$ cat src/rtl/mvm_lanes.sv
// mvm_lanes: signed matrix-vector multiplier y = A*x with P parallel MAC lanes.
//
// A (K x K) and x (K) are streamed in over s_valid/s_ready/s_data. A start
// command computes y in K/P passes of K+3 cycles each. The K results are
// then streamed out over m_valid/m_ready/m_data/m_last, with backpressure.
//
// Ports:
//   clk, reset            rising-edge clock, asynchronous active-high reset
//   load_matrix           command: load A row-major (sampled in IDLE only)
//   load_vector           command: load x (sampled in IDLE only)
//   start                 command: compute y (sampled in IDLE only)
//   s_valid/s_ready/s_data  input element stream (signed, B bits)
//   m_valid/m_ready/m_data  output element stream (signed, OUT_W bits)
//   m_last                marks y[K-1]
//   busy                  high whenever not IDLE
//   done                  one-cycle pulse after y[K-1] is accepted
//
// Build option: define MVM_SAT_EN to saturate the accumulator-to-output
// conversion instead of wrapping.

module mvm_lanes #(
  parameter int K     = 8,
  parameter int P     = 2,
  parameter int B     = 8,
  parameter int OUT_W = 16
) (
  input  logic                    clk,
  input  logic                    reset,
  input  logic                    load_matrix,
  input  logic                    load_vector,
  input  logic                    start,
  input  logic                    s_valid,
  output logic                    s_ready,
  input  logic signed [B-1:0]     s_data,
  output logic                    m_valid,
  input  logic                    m_ready,
  output logic signed [OUT_W-1:0] m_data,
  output logic                    m_last,
  output logic                    busy,
  output logic                    done
);

  localparam int ACC_W = 2 * B + $clog2(K);
  localparam int G     = K / P;                    // passes / rows per lane
  localparam int CW    = $clog2(K);
  localparam int GW    = (G > 1) ? $clog2(G) : 1;
  localparam int LW    = (P > 1) ? $clog2(P) : 1;
  localparam int TW    = $clog2(K + 3);
  localparam int AW    = $clog2(G * K);

  localparam logic [TW-1:0] T_K    = TW'(K);
  localparam logic [TW-1:0] T_K1   = TW'(K + 1);
  localparam logic [TW-1:0] T_LAST = TW'(K + 2);

`ifdef MVM_SAT_EN
  localparam logic signed [ACC_W-1:0] SAT_MAX =
    {{(ACC_W - OUT_W + 1){1'b0}}, {(OUT_W - 1){1'b1}}};
  localparam logic signed [ACC_W-1:0] SAT_MIN =
    {{(ACC_W - OUT_W + 1){1'b1}}, {(OUT_W - 1){1'b0}}};
`endif

  function automatic logic signed [OUT_W-1:0] to_out(input logic signed [ACC_W-1:0] a);
`ifdef MVM_SAT_EN
    if (a > SAT_MAX)      return SAT_MAX[OUT_W-1:0];
    else if (a < SAT_MIN) return SAT_MIN[OUT_W-1:0];
    else                  return a[OUT_W-1:0];
`else
    return a[OUT_W-1:0];
`endif
  endfunction

  typedef enum logic [2:0] {IDLE, LOAD_A, LOAD_X, COMPUTE, OUTPUT} state_t;

  state_t state, state_nx;

  logic [CW-1:0] col_cnt;   // column during loads
  logic [LW-1:0] lane_cnt;  // row mod P during LOAD_A
  logic [GW-1:0] grp_cnt;   // row div P during LOAD_A, pass index in COMPUTE
  logic [TW-1:0] t_cnt;     // cycle within a compute pass
  logic [CW-1:0] out_idx;
  logic [CW-1:0] out_nx;

  logic beat, col_last, lane_last, grp_last, t_last;
  logic issue, prod_en, acc_clr, acc_en, wb;
  logic [AW-1:0] wr_addr, rd_addr;

  logic signed [B-1:0]     x_mem [K];
  logic signed [B-1:0]     x_rd;
  logic signed [OUT_W-1:0] y_mem [K];
  logic signed [OUT_W-1:0] lane_y [P];

  assign s_ready   = (state == LOAD_A) || (state == LOAD_X);
  assign busy      = (state != IDLE);
  assign beat      = s_valid && s_ready;
  assign col_last  = (col_cnt == CW'(K - 1));
  assign lane_last = (lane_cnt == LW'(P - 1));
  assign grp_last  = (grp_cnt == GW'(G - 1));
  assign t_last    = (t_cnt == T_LAST);
  assign out_nx    = out_idx + 1'b1;

  // Pass pipeline: issue (t<K) -> read reg -> product reg -> accumulate.
  assign issue   = (state == COMPUTE) && (t_cnt < T_K);
  assign prod_en = (state == COMPUTE) && (t_cnt != '0) && (t_cnt <= T_K);
  assign acc_clr = (state == COMPUTE) && (t_cnt == '0);
  assign acc_en  = (state == COMPUTE) && (t_cnt >= TW'(2)) && (t_cnt <= T_K1);
  assign wb      = (state == COMPUTE) && t_last;

  assign wr_addr = AW'(int'(grp_cnt) * K + int'(col_cnt));
  assign rd_addr = AW'(int'(grp_cnt) * K + int'(t_cnt));

  always_ff @(posedge clk or posedge reset) begin
    if (reset) state <= IDLE;
    else       state <= state_nx;
  end

  always_comb begin
    state_nx = state;
    case (state)
      IDLE: begin
        if (load_matrix)      state_nx = LOAD_A;
        else if (load_vector) state_nx = LOAD_X;
        else if (start)       state_nx = COMPUTE;
      end
      LOAD_A:  if (beat && col_last && lane_last && grp_last) state_nx = IDLE;
      LOAD_X:  if (beat && col_last) state_nx = IDLE;
      COMPUTE: if (t_last && grp_last) state_nx = OUTPUT;
      OUTPUT:  if (m_valid && m_ready && m_last) state_nx = IDLE;
      default: state_nx = IDLE;
    endcase
  end

  always_ff @(posedge clk or posedge reset) begin
    if (reset) begin
      col_cnt  <= '0;
      lane_cnt <= '0;
      grp_cnt  <= '0;
      t_cnt    <= '0;
    end else begin
      case (state)
        LOAD_A: begin
          if (beat) begin
            col_cnt <= col_last ? '0 : col_cnt + 1'b1;
            if (col_last) begin
              lane_cnt <= lane_last ? '0 : lane_cnt + 1'b1;
              if (lane_last) grp_cnt <= grp_cnt + 1'b1;
            end
          end
        end
        LOAD_X: if (beat) col_cnt <= col_cnt + 1'b1;
        COMPUTE: begin
          t_cnt <= t_last ? '0 : t_cnt + 1'b1;
          if (t_last) grp_cnt <= grp_cnt + 1'b1;
        end
        OUTPUT: ;
        default: begin
          col_cnt  <= '0;
          lane_cnt <= '0;
          grp_cnt  <= '0;
          t_cnt    <= '0;
        end
      endcase
    end
  end

  // Storage and datapath registers are intentionally not reset.
  always_ff @(posedge clk) begin
    if ((state == LOAD_X) && beat) x_mem[col_cnt] <= s_data;
    if (issue) x_rd <= x_mem[t_cnt[CW-1:0]];
  end

  for (genvar l = 0; l < P; l++) begin : g_lane
    logic signed [B-1:0]     a_mem [G * K];  // rows l, l+P, l+2P, ...
    logic signed [B-1:0]     a_rd;
    logic signed [2*B-1:0]   prod;
    logic signed [ACC_W-1:0] acc;

    always_ff @(posedge clk) begin
      if ((state == LOAD_A) && beat && (lane_cnt == LW'(l))) a_mem[wr_addr] <= s_data;
      if (issue)   a_rd <= a_mem[rd_addr];
      if (prod_en) prod <= a_rd * x_rd;
      if (acc_clr)     acc <= '0;
      else if (acc_en) acc <= acc + {{(ACC_W - 2 * B){prod[2*B-1]}}, prod};
    end

    assign lane_y[l] = to_out(acc);
  end

  always_ff @(posedge clk) begin
    if (wb) begin
      for (int unsigned l = 0; l < P; l++) begin
        y_mem[CW'(int'(grp_cnt) * P + int'(l))] <= lane_y[l];
      end
    end
  end

  // The output register is primed one cycle after entering OUTPUT; after
  // that each accepted beat is immediately replaced by the next element.
  always_ff @(posedge clk or posedge reset) begin
    if (reset) begin
      m_valid <= 1'b0;
      m_last  <= 1'b0;
      m_data  <= '0;
      done    <= 1'b0;
      out_idx <= '0;
    end else begin
      done <= 1'b0;
      if (state == IDLE) begin
        out_idx <= '0;
      end else if (state == OUTPUT) begin
        if (!m_valid) begin
          m_valid <= 1'b1;
          m_data  <= y_mem[out_idx];
          m_last  <= (out_idx == CW'(K - 1));
        end else if (m_ready) begin
          if (m_last) begin
            m_valid <= 1'b0;
            m_last  <= 1'b0;
            done    <= 1'b1;
          end else begin
            out_idx <= out_nx;
            m_data  <= y_mem[out_nx];
            m_last  <= (out_nx == CW'(K - 1));
          end
        end
      end
    end
  end

endmodule

$ cat config.mk
export PLATFORM = sky130hd
export DESIGN_NAME = mvm_lanes
export DESIGN_NICKNAME = d
export VERILOG_FILES = /design/src/rtl/mvm_lanes.sv
export SDC_FILE = /design/constraint.sdc
export NUM_CORES = 1
export LEC_CHECK = 0
export ABC_AREA = 0
export BUFFER_PORTS_ARGS = -buffer_cell sky130_fd_sc_hd__buf_2
export CAP_MARGIN = 20
export CORE_ASPECT_RATIO = 1.1
export CORE_MARGIN = 1
export CORE_UTILIZATION = 30
export DETAILED_ROUTE_END_ITERATION = 16
export GPL_TIMING_DRIVEN = 0
export PLACE_DENSITY_LB_ADDON = 0.25
export REMOVE_ABC_BUFFERS = 1
export SYNTH_ARGS = -nofsm -noshare
export SYNTH_HDL_FRONTEND = slang
export SYNTH_SLANG_ARGS = --single-unit
$ cat constraint.sdc
create_clock -name clk -period 5.3 [get_ports clk]
set_input_delay 0.265 -clock clk [delete_from_list [all_inputs] [get_ports clk]]
set_output_delay 0.265 -clock clk [all_outputs]
set_load 0.01 [all_outputs]
Word-level counts from Yosys, hierarchy flattened --
Memory sizes are Yosys's and may differ from the RTL's. A register that Yosys moved wholly into a read port is not among the register bits. Index checks and enable logic that the tools add are counted.
Cells by class: multiply operators 2, reductions and logical operators 38, $add $sub $neg 10, multiplexer cells 50, order comparisons 4, bitwise logic cells 5, eq/ne operators 22
Operators by type and width (number):
- two-way mux 16 bit | 3
- two-way mux 3 bit | 15
- adder 19 bit | 2
- multiplier 8 x 8 -> 16 bit | 2
- two-way mux 1 bit | 22
- logical AND 1 bit | 18
- case mux 3 bit (5 select lines) | 1
- inequality test 2 bit (second input constant) | 7
- == test 3 bit (second input constant) | 4
- inequality test 2 x 1 -> 1 bit (second input constant) | 5
- AND reduction 5 bit | 2
- adder 3 x 1 -> 3 bit (second input constant) | 3
- case mux 3 bit (3 select lines) | 1
- AND reduction 3 bit | 3
- <= comparator 4 bit (second input constant) | 2
- two-way mux 2 bit | 4
- case mux 4 bit (2 select lines) | 1
- AND reduction 4 bit | 2
- == test 3 x 2 -> 1 bit (second input constant) | 2
- case mux 2 bit (3 select lines) | 1
- nonzero test 2 bit | 3
- OR reduction 3 bit | 2
- adder 5 x 3 -> 5 bit | 1
- adder 5 x 4 -> 5 bit | 1
- 19 further kinds | 24
Word-level totals: memory bits (writable) 704, register bits after elaboration 105, memories kept 4, output and inout bits 21, input bits 15
Memory list:
- g_lane[0].a_mem | words 32, width 8, rd ports 1, clocked after Yosys merged registers in 1, wr ports 1, RTL line 172 | logic signed [B-1:0] a_mem [G * K];
- g_lane[1].a_mem | words 32, width 8, rd ports 1, clocked after Yosys merged registers in 1, wr ports 1, RTL line 172
- y_mem | words 8, width 16, rd ports 2, clocked after Yosys merged registers in 0, wr ports 2, RTL line 89 | logic signed [OUT_W-1:0] y_mem [K];
- x_mem | words 8, width 8, rd ports 1, clocked after Yosys merged registers in 1, wr ports 1, RTL line 87 | logic signed [B-1:0] x_mem [K];

Longest topological paths before layout --
Gate-level depths: netlist (run 1).
depth after elaboration 8, depth in mapped cells 19

Least setup slack after synthesis (run 1) --
OpenSTA, ideal clock, no wires.
path type register to register, start point reg x_rd[3] (read register of x_mem), end point reg g_lane[0].prod[14], data pin, required time 5.028 ns, library setup time 0.272 ns, stages on the path, launching flop included 19, period minus slack after synthesis 4.856 ns, slack 0.444 ns, arrival time 4.585 ns, cell sequence edfxtp_1 -> clkbuf_1 -> and2_1 -> fa_1 -> inv_1 -> fa_1 -> inv_1 -> fa_1 -> inv_1 -> fa_1 -> inv_1 -> ha_1 -> o21ai_2 -> a21boi_1 -> o21ai_1 -> nand2b_1 -> a311o_1 -> and4b_1 -> or4_1
Between the ends: cells in the longest elaborated chain, start to end 1
RTL lines:
- start, declared | RTL line 88 | logic signed [B-1:0] x_rd;
- multiplier 8 x 8 -> 16 bit | RTL line 180 | if (prod_en) prod <= a_rd * x_rd;
- end signal, assigned | RTL line 180
- end, declared | RTL line 174 | logic signed [2*B-1:0] prod;
No other way between the ends. A chain may end at the register's enable or synchronous reset.

Worst setup path after layout (run 1) --
start point reg g_lane[0].a_rd[5] (read register of g_lane[0].a_mem), end point reg g_lane[0].prod[14], data pin
Between the ends: cells in the longest elaborated chain, start to end 1
RTL lines:
- start, declared | RTL line 173 | logic signed [B-1:0] a_rd;
- multiplier 8 x 8 -> 16 bit | RTL line 180
No other way between the ends.

==> flow_summary_export.csv, run 1 <==
group,metric,value,unit
yosys,synth_edf_count,760,
global_routing,use_met3,0.0214,
power_and_ir_drop,seq_power_share,0.346,
critical_path,crit_required,5.69,ns
power_and_ir_drop,p_int,0.0157,W
yosys,synth.distinct_cells,67,
critical_path,arrival,5.44,ns
placed_design,gp_congestion,0.771,
critical_path,reg2reg_depth,17,
power_and_ir_drop,swShare,0.336,
yosys,synth-compound-area-share,0.0327,
clock_network,clock-sinks,827,
critical_path,timing_worst_setup_path_type,"reg -> reg",
run,maxCapViolCount,0,
global_routing,grt_use_total,0.130,
sta,fin_crit,5.06,ns
power_and_ir_drop,peakVddDrop,0.498,mV
sta,setup_slack,0.243,ns
yosys,ys_ff_latch,827,
global_routing,grt_pass1_vias,21273,
route,first_pass_iters,5,
sta,setup_tns,0,ns
floorplan,design.core.area,129000,um^2
final_layout,num-fill-cells,12112,
floorplan,dieArea,132000,um^2
floorplan,rows,138,
hold_path,whs_path_depth,3,
critical_path,cp-start-kind,"register",
clock_network,cts_buffers,88,
global_routing,grt.busiest_layer,"met2",
floorplan,ios,36,
final_layout,area_growth,14.2,%
sta,fmax,198,MHz
sta,fin_hold_ws,0.0711,ns
yosys,synthMuxAreaShare,0.156,
global_routing,antenna_found_initial,1,
power_and_ir_drop,clock_power_share,0.253,
sta,setup-violations-final,0,
power_and_ir_drop,p_comb_frac,0.401,
yosys,avgSynthCellArea,16.6,um^2
sta,max_slew.worst_pin.slew,1.11,ns
global_routing,grt_max_degree,59,
sta,hold_viol_final,0,
clock_network,cts_root_buf,"clkbuf_16",
yosys,post_synth_fa_ha_maj_area_fraction,0.0900,
sta,maxSlewViolCount,0,
route,via_per_inst,4.76,
sta,rsz0062_at_grt,"no",
clock_network,insertion_delay,0.68,ns
clock_network,clk_pin_slew_worst_paths,0.06,ns
global_routing,grt_util_met2,0.228,
yosys,synthArstFlopShare,0.0423,
yosys,synth-xor-area-share,0.0126,
sta,fin_crit_sh,0.954,
clock_network,h-tree-depth,3,
placed_design,preCtsSetupSlack,0.0243,ns
floorplan,start_util,0.303,
route,ant_nets,0,
yosys,synth_top_family_by_area,"multiplexers",
route,routed_wl,84900,um
global_routing,grt-ovfl-total,0,
placed_design,portBuffers,35,
yosys,yosys_warnings,0,
yosys,yosys.area_share.simple,0.0558,
floorplan,chipHeight,380,um
placed_design,place_inst,3999,
route,drc,0,
final_layout,drive_gt1_frac,0.191,
sta,finClkSkew,0.0668,ns
critical_path,worstPathMaxFanout,8,
status,status,"completed",
sta,relSlewSlack,0.258,
final_layout,multi_input_area,13600,um^2
clock_network,cts_resized,0,
final_layout,register_area,24400,um^2
route,drt_iter0_drc,1093,
global_routing,grt_pass1_wl,132000,um
global_routing,grt.met1_usage,0.167,
power_and_ir_drop,leakagePower,15.1,nW
final_layout,fin_nets,2661,
yosys,netlist_area,39100,um^2
clock_network,ctsLongestPathBuffers,3,
floorplan,die_x,346,um
route,vias,19948,
yosys,netlist_instances,2356,
power_and_ir_drop,power_density,530,nW/um^2
power_and_ir_drop,power_switching,0.00794,W
yosys,ys_seq_area_frac,0.623,
yosys,synthFlopType,"edfxtp_1",
placed_design,dp_hpwl,57500,um
route,wl_per_cell,20.3,um
clock_network,cts_tree,"yes",
final_layout,layoutNonFillerInstCount,4188,
critical_path,cp-end-kind,"register",
hold_path,hp-class,"in -> reg",
[critical path, cell delays in order, from the launching register on]
cell      delay, ns
edfxtp_1       0.53
and2_1         0.24
fa_1           0.53
inv_1          0.05
fa_1           0.52
inv_1          0.05
fa_1           0.47
inv_1          0.05
fa_1           0.47
inv_1          0.04
ha_1           0.32
o21ai_2        0.09
a21boi_1       0.10
o21ai_1        0.12
nand2b_1       0.10
a311o_1        0.40
and4b_1        0.19
or4_1          0.48
[path summary, 6_finish.rpt]
check / from / end / slack [ns]
max in group asynchronous: reset / out_idx[0] / 4.35
min in group asynchronous: reset / m_data[8] / 0.31
worst min register to register: m_data[15] / m_data[15] / 0.48
worst min-delay path: s_valid / col_cnt[2] / 0.07
worst max register to register: g_lane[0].a_rd[5] / g_lane[0].prod[14] / 0.24
worst max-delay path: g_lane[0].a_rd[5] / g_lane[0].prod[14] / 0.24
[layout make-up]
cell class | instances | share of cell area
timing repair buffer | 87 | 0.0232
antenna | 1 | 0.0000561
clock inverter | 48 | 0.0102
sequential | 827 | 0.546
multi-input combinational | 1242 | 0.304
inverter | 187 | 0.0157
clock buffer | 116 | 0.0536
tap | 1680 | 0.0471
[logic make-up after synthesis]
group                      Yosys count
DFF                                827
AOI/OAI and AO/OA                  211
xor gates and xnor gates            56
and+or+nand+nor                    467
buffers and inverters              287
muxes                              294
adders and majority gates          214
[power by group through the flow]
stage	registers [W]	clock network, W	logic (W)
3_5_place_dp	0.00838	0	0.00952
5_1_grt	0.00821	0.00637	0.0108
2_1_floorplan	0.00841	0	0.00735
6_report	0.00817	0.00598	0.00947
3_3_place_gp	0.00858	0	0.00870
4_1_cts	0.00824	0.00614	0.00959
[flip-flops by register name, indices dropped and copies added (netlist names), 2 cells and up]
| name | flops |
|---|---|
| g_lane.prod | 32 |
| y_mem | 128 |
| g_lane.acc | 32 |
| state | 3 |
| x_rd | 8 |
| t_cnt | 4 |
| out_idx | 3 |
| col_cnt | 3 |
| g_lane.a_rd | 16 |
| m_data | 16 |
| x_mem | 64 |
| grp_cnt | 2 |
| g_lane.a_mem | 512 |
[metrics by stage]
| step | util | cell area, um^2 | power, W |
|---|---|---|---|
| 3_3_place_gp | 0.317 | 40900 | 0.0173 |
| 6_report | 0.346 | 44600 | 0.0236 |
| 5_1_grt | 0.346 | 44600 | 0.0254 |
| 3_5_place_dp | 0.322 | 41500 | 0.0179 |
| 4_1_cts | 0.344 | 44400 | 0.0240 |
| 2_1_floorplan | - | 38600 | 0.0158 |
[what timing repair did]
item / CTS / global route
endpoints found under the setup margin: 0 / 1
endpoints found under the hold margin: 39 / 0
buffers inserted: 0 / 19
hold buffers: 3 / 0
[cell usage in the layout (no fill, tap or decap), types with 21 or more instances in the layout]
| cell | Yosys | layout |
|---|---|---|
| and2_1 | 93 | 93 |
| fa_1 | 112 | 112 |
| clkbuf_16 | 0 | 90 |
| a21oi_1 | 83 | 83 |
| nor2b_1 | 21 | 21 |
| dfxtp_1 | 32 | 32 |
| o21ai_1 | 35 | 34 |
| buf_2 | 26 | 35 |
| mux4_2 | 216 | 216 |
| mux2_2 | 34 | 34 |
| inv_1 | 185 | 184 |
| xnor2_1 | 42 | 42 |
| ha_1 | 101 | 100 |
| o21ai_0 | 25 | 25 |
| dfrtp_1 | 35 | 30 |
| clkbuf_1 | 55 | 22 |
| edfxtp_1 | 760 | 760 |
| nor2_1 | 131 | 129 |
| nand2_1 | 158 | 158 |
| mux4_1 | 24 | 24 |
[cells in the mapped netlist, types with 13 or more instances]
cell type | count | area, um^2
nand2b_1 | 19 | 119
nand2_1 | 158 | 593
nor2_1 | 131 | 492
mux2i_1 | 19 | 190
clkbuf_1 | 55 | 206
mux2_2 | 34 | 383
fa_1 | 112 | 2240
o21ai_0 | 25 | 125
nand3_1 | 13 | 65.1
o21ai_1 | 35 | 175
dfrtp_1 | 35 | 876
xor2_1 | 14 | 123
buf_1 | 13 | 48.8
nor2b_1 | 21 | 131
inv_1 | 185 | 694
xnor2_1 | 42 | 368
mux4_1 | 24 | 631
edfxtp_1 | 760 | 22800
buf_2 | 26 | 130
mux4_2 | 216 | 4860
dfxtp_1 | 32 | 641
ha_1 | 101 | 1260
a21oi_1 | 83 | 415
a21o_1 | 14 | 105
and2_1 | 93 | 582
[metal layers]
layer / up-vias / routed length [um]
met4: 0 / 1710
li1: 9074 / -
met5: - / 0
met2: 370 / 43200
met3: 109 / 3480
met1: 10395 / 36500
No activity file was read; power rests on OpenSTA's default activity.
==> run 2: changes to the inputs <==
--- a/config.mk
+++ b/config.mk
@@ -8,7 +8,6 @@
 export ABC_AREA = 0
 export BUFFER_PORTS_ARGS = -buffer_cell sky130_fd_sc_hd__buf_2
 export CAP_MARGIN = 20
-export CORE_ASPECT_RATIO = 1.1
 export CORE_MARGIN = 1
 export CORE_UTILIZATION = 30
 export DETAILED_ROUTE_END_ITERATION = 16
==> run 2 against run 1 <==
  * Combinational power is 3.3% higher
  * Largest cell class unchanged
  * Clock-buffer cell count decreased by 20
  * Final cell count increased by 1.5%
  * First-iteration DRC count up 17%
==> flow_summary_export.csv, run 2 (synthesis results as in run 1) <==
group,metric,value,unit
critical_path,arrival,5.43,ns
sta,fmax,198,MHz
sta,fin_crit_sh,0.952,
final_layout,final_cell_mix,"760 x edfxtp_1, 216 x mux4_2, 184 x inv_1",
hold_path,hp-class,"in -> reg",
final_layout,fin_nets,2667,
sta,hold_viol_final,0,
sta,maxSlewViolCount,0,
critical_path,cp-end-kind,"register",
clock_network,h-tree-depth,3,
final_layout,largest_reg_flops,512,
route,drc,0,
sta,setup-violations-final,0,
route,vias,20042,
floorplan,ios,36,
clock_network,cts_tree,"yes",
final_layout,area_growth,15.1,%
final_layout,utilization,0.347,
placed_design,dp_hpwl,58900,um
sta,max_slew.worst_pin.slew,1.06,ns
hold_path,hold_path_end,"state[1]",
global_routing,grt_pass1_wl,132000,um
run,maxCapViolCount,0,
clock_network,clk_pin_slew_worst_paths,0.06,ns
critical_path,cp-start-kind,"register",
floorplan,rows,132,
placed_design,gp_congestion,0.766,
global_routing,grt_use_total,0.133,
global_routing,antenna_found_initial,1,
clock_network,insertion_delay,0.68,ns
final_layout,stdcell_area,44900,um^2
critical_path,crit_required,5.68,ns
floorplan,die_x,363,um
placed_design,portBuffers,35,
clock_network,clock-sinks,827,
sta,fin_hold_ws,0.0628,ns
sta,finClkSkew,0.0363,ns
sta,rsz0062_at_grt,"no",
critical_path,worstPathMaxFanout,5,
route,ant_nets,0,
power_and_ir_drop,peakVddDrop,0.484,mV
placed_design,placedInstanceArea,41600,um^2
clock_network,ctsLongestPathBuffers,3,
critical_path,timing.rr.start,"x_rd[2]",
power_and_ir_drop,power_density,543,nW/um^2
status,status,"completed",
route,first_pass_iters,5,
route,wl_per_cell,20.3,um
global_routing,grt_pass1_vias,21438,
floorplan,start_util,0.302,
route,routed_wl,86300,um
clock_network,cts_buffers,87,
power_and_ir_drop,power.total,0.0244,W
critical_path,rrSetupSlack,0.26,ns
final_layout,biggestRegsByFlops,"g_lane.a_mem (512), y_mem (128), x_mem (64)",
clock_network,cts_resized,0,
sta,fin_crit,5.04,ns
floorplan,design.core.area,129000,um^2
clock_network,cts_root_buf,"clkbuf_16",
floorplan,chipHeight,363,um
critical_path,reg2reg_depth,15,
sta,relSlewSlack,0.291,
hold_path,whs_path_depth,4,
floorplan,dieArea,132000,um^2
final_layout,drive_gt1_frac,0.197,
critical_path,r2r_end,"g_lane[0].prod[14]",
global_routing,grt-ovfl-total,0,
power_and_ir_drop,leakagePower,15.2,nW
final_layout,layout_commonest_cell,"edfxtp_1",
hold_path,hold_start,"load_matrix",
critical_path,timing_worst_setup_path_type,"reg -> reg",
final_layout,num-fill-cells,12205,
route,drt_iter0_drc,1279,
final_layout,largest-register,"g_lane.a_mem",
final_layout,diodes,0,
sta,setup_tns,0,ns
route,via_per_inst,4.71,
global_routing,grt_max_degree,53,
## run 2: cell types whose count changed in the layout (fill, tap and decap cells not counted), sizes merged
cell | previous run | this run
clkinv | 40 | 38
inv | 190 | 191
dlygate4sd3 | 3 | 5
clkinvlp | 1 | 6
diode | 1 | 0
bufinv | 4 | 16
buf | 84 | 89
clkbuf | 116 | 96
## run 2: per-stage QoR
step / setup WS (ns) / std cells
floorplan: -2.55 / 2256
global route: 0.0600 / 4252
global placement: -6.13 / 4033
finish: 0.255 / 4252
detailed placement: -0.0834 / 4064
CTS: 0.0352 / 4244
## run 2: how the worst max path moves through the flow
stage             start                  to  slack, ns  depth (start not counted)
5_1_grt         x_rd[2]  g_lane[0].prod[14]       0.06                         15
3_5_place_dp    x_rd[2]  g_lane[0].prod[14]      -0.08                         17
3_3_place_gp   t_cnt[0]  g_lane[0].prod[13]      -6.13                          3
2_1_floorplan  t_cnt[0]   g_lane[0].prod[0]      -2.55                          3
4_1_cts         x_rd[5]  g_lane[0].prod[14]       0.04                         16
6_report        x_rd[2]  g_lane[0].prod[14]       0.26                         15
## run 2: timing repair
| item | 4_1_cts | 5_1_grt |
|---|---|---|
| hold buffers | 5 | 0 |
| hold endpoints to repair | 48 | 0 |
| pin swaps | 0 | 1 |
| endpoints found under the setup margin | 1 | 1 |
| buffers inserted | 15 | 8 |
## run 2: layout make-up
| class | count | area (um^2) | share of cell area |
|---|---|---|---|
| clock buffer | 96 | 2230 | 0.0496 |
| multi-input combinational | 1242 | 13600 | 0.302 |
| inverter | 187 | 702 | 0.0156 |
| sequential | 827 | 24400 | 0.542 |
| tap | 1742 | 2180 | 0.0485 |
| timing repair buffer | 94 | 1050 | 0.0234 |
| clock inverter | 64 | 827 | 0.0184 |
## run 2: critical path, cell delays in order (launching register included)
cell	delay (ns)
edfxtp_1	0.35
buf_4	0.18
buf_4	0.14
nand2_1	0.14
inv_1	0.09
fa_1	0.65
inv_1	0.14
fa_1	0.57
fa_1	0.43
fa_1	0.49
inv_1	0.04
ha_1	0.31
and2_1	0.16
a311o_1	0.36
and4b_1	0.18
or4_1	0.55
## run 2: metal layers
metal,global-route usage,share of wire,vias to the layer above
met4,0.0322,0.020,0
met3,0.0254,0.044,131
met1,0.170,0.43,10452
met5,0,0,-
li1,-,-,9063
met2,0.231,0.50,396
## run 2: power breakdown
group	internal (W)	switching, W
combinational	0.00444	0.00534
clock	0.00385	0.00264
sequential	0.00784	0.000292
==> run 3: changes to the inputs <==
--- a/config.mk
+++ b/config.mk
@@ -8,6 +8,8 @@
 export ABC_AREA = 0
 export BUFFER_PORTS_ARGS = -buffer_cell sky130_fd_sc_hd__buf_2
 export CAP_MARGIN = 20
+export CELL_PAD_IN_SITES_DETAIL_PLACEMENT = 0
+export CELL_PAD_IN_SITES_GLOBAL_PLACEMENT = 2
 export CORE_MARGIN = 1
 export CORE_UTILIZATION = 30
 export DETAILED_ROUTE_END_ITERATION = 16
==> run 3 against run 2 <==
  * First-iteration DRC count grew 8.8%
  * Global-route usage grew 0.36 points
  * Critical path type unchanged
  * Critical path depth shrank 1
  * Flip-flop and latch count is the same
  * Clock-buffer cell count grew 21
==> flow_summary_export.csv, run 3 (synthesis results as in run 1) <==
group,metric,value,unit
placed_design,placedInstanceArea,41700,um^2
clock_network,cts_root_buf,"clkbuf_16",
route,ant_nets,0,
placed_design,gp_congestion,0.722,
sta,rsz0062_at_grt,"no",
floorplan,design.core.area,129000,um^2
sta,setup_slack,0.219,ns
run,maxCapViolCount,0,
critical_path,crit_required,5.70,ns
final_layout,layout_commonest_cell,"edfxtp_1",
clock_network,insertion_delay,0.70,ns
route,drc,0,
floorplan,chipHeight,363,um
final_layout,area_growth,15.3,%
sta,fin_crit_sh,0.959,
critical_path,cp-start-kind,"register",
sta,fin_crit,5.08,ns
final_layout,fin_nets,2675,
global_routing,grt_pass1_wl,135000,um
final_layout,drive_gt1_frac,0.199,
floorplan,die_x,363,um
sta,relSlewSlack,0.237,
route,via_per_inst,4.66,
route,vias,19864,
status,status,"completed",
clock_network,cts_tree,"yes",
hold_path,hp-class,"in -> reg",
final_layout,stdcell_area,45000,um^2
clock_network,ctsLongestPathBuffers,3,
placed_design,dp_hpwl,59700,um
final_layout,biggestRegsByFlops,"g_lane.a_mem (512), y_mem (128), x_mem (64)",
critical_path,critPathTopFamily,"adder cells",
final_layout,final_cell_mix,"760 x edfxtp_1, 216 x mux4_2, 184 x inv_1",
floorplan,ios,36,
clock_network,clock-sinks,827,
sta,setup-violations-final,0,
critical_path,path_common_cell,"fa_1",
floorplan,start_util,0.302,
placed_design,preCtsSetupSlack,-0.162,ns
critical_path,timing_worst_setup_path_type,"reg -> reg",
final_layout,layoutNonFillerInstCount,4265,
sta,max_slew.worst_pin.slew,1.14,ns
critical_path,path_cells,"buf_4 > nand2_1 > inv_1 > fa_1 > inv_1 > fa_1 > fa_1 > fa_1 > inv_1 > ha_1 > and2_1 > a311o_1 > and4b_1 > or4_4",
clock_network,h-tree-depth,3,
critical_path,worstPathMaxFanout,5,
route,first_pass_iters,5,
critical_path,cp-end-kind,"register",
final_layout,largest_reg_flops,512,
global_routing,grt_pass1_vias,21276,
floorplan,dieArea,132000,um^2
sta,fmax,197,MHz
sta,finClkSkew,0.0282,ns
power_and_ir_drop,power_density,542,nW/um^2
sta,maxSlewViolCount,0,
global_routing,grt_max_degree,55,
critical_path,critPathBufInv,4,
clock_network,cts_buffers,91,
global_routing,grt-ovfl-total,0,
critical_path,arrival,5.48,ns
critical_path,cpMaxStageDelayCell,"fa_1",
sta,fin_hold_ws,0.0755,ns
sta,hold_viol_final,0,
floorplan,rows,132,
power_and_ir_drop,leakagePower,15.2,nW
route,routed_wl,88000,um
critical_path,crit_path_max_incr_delay,0.64,ns
route,drt_iter0_drc,1391,
route,wl_per_cell,20.6,um
global_routing,grt_use_total,0.137,
placed_design,place_inst,4066,
final_layout,diodes,0,
final_layout,largest-register,"g_lane.a_mem",
clock_network,clk_pin_slew_worst_paths,0.06,ns
placed_design,portBuffers,35,
global_routing,antenna_found_initial,4,
power_and_ir_drop,peakVddDrop,0.430,mV
-- run 3: changes by cell type in the layout (fill, tap and decap cells not counted), sizes merged, moves of 2 or more --
cell	change
buf	+3
bufinv	-7
clkbuf	+21
clkinv	-2
inv	-2
-- run 3: final timing paths --
kind	from	slack (ns)	end	cells past startpoint
hold reg to reg	m_data[4]	0.48	m_data[4]	2
hold / removal	s_data[5]	0.08	g_lane[1].a_mem[24][5]	1
max in group asynchronous	reset	4.69	t_cnt[1]	4
setup reg to reg	x_rd[2]	0.22	g_lane[0].prod[14]	14
setup / recovery	x_rd[2]	0.22	g_lane[0].prod[14]	14
min in group asynchronous	reset	0.11	m_data[1]	3
-- run 3: layout make-up --
type | instances | area, um^2
flip-flops and latches | 827 | 24400
clock inverters | 52 | 574
clock buffers | 117 | 2460
fillers | 12240 | 84300
inverters | 187 | 702
multi-input cells | 1242 | 13600
well taps | 1742 | 2180
repair buffers | 98 | 1140
-- run 3: power by group --
part           switching (W)  internal (W)
clock                0.00264       0.00374
sequential          0.000371       0.00784
combinational        0.00523       0.00459
total                0.00824        0.0162
-- run 3: worst register-to-register path, cell delays in order, from the launching register on --
cell and delay (ns):
edfxtp_1 0.50, buf_4 0.20, nand2_1 0.14, inv_1 0.09, fa_1 0.64, inv_1 0.13, fa_1 0.57, fa_1 0.43
fa_1 0.49, inv_1 0.05, ha_1 0.32, and2_1 0.17, a311o_1 0.36, and4b_1 0.19, or4_4 0.52
-- run 3: timing repair --
action,in CTS,in global routing
setup buffers,17,7
hold buffers,6,0
setup endpoints to repair,1,2
resized for setup,0,4
pin swaps,0,1
endpoints found under the hold margin,70,0
-- run 3: layer usage --
metal / vias up / GRT usage / wire length [um]
met4: 0 / 0.0352 / 1840
met3: 115 / 0.0258 / 3240
met2: 314 / 0.229 / 43100
met5: - / 0 / 0
met1: 10332 / 0.181 / 39800
li1: 9103 / - / -
-- run 3: stage by stage --
stage                     setup TNS, ns  utilization  total power (W)
after floorplan                 -358.15            -           0.0158
after CTS                             0        0.348           0.0248
after global placement         -1112.08        0.317           0.0176
final                                 0        0.348           0.0244
after detailed placement         -0.162        0.323           0.0182
after global routing                  0        0.348           0.0264
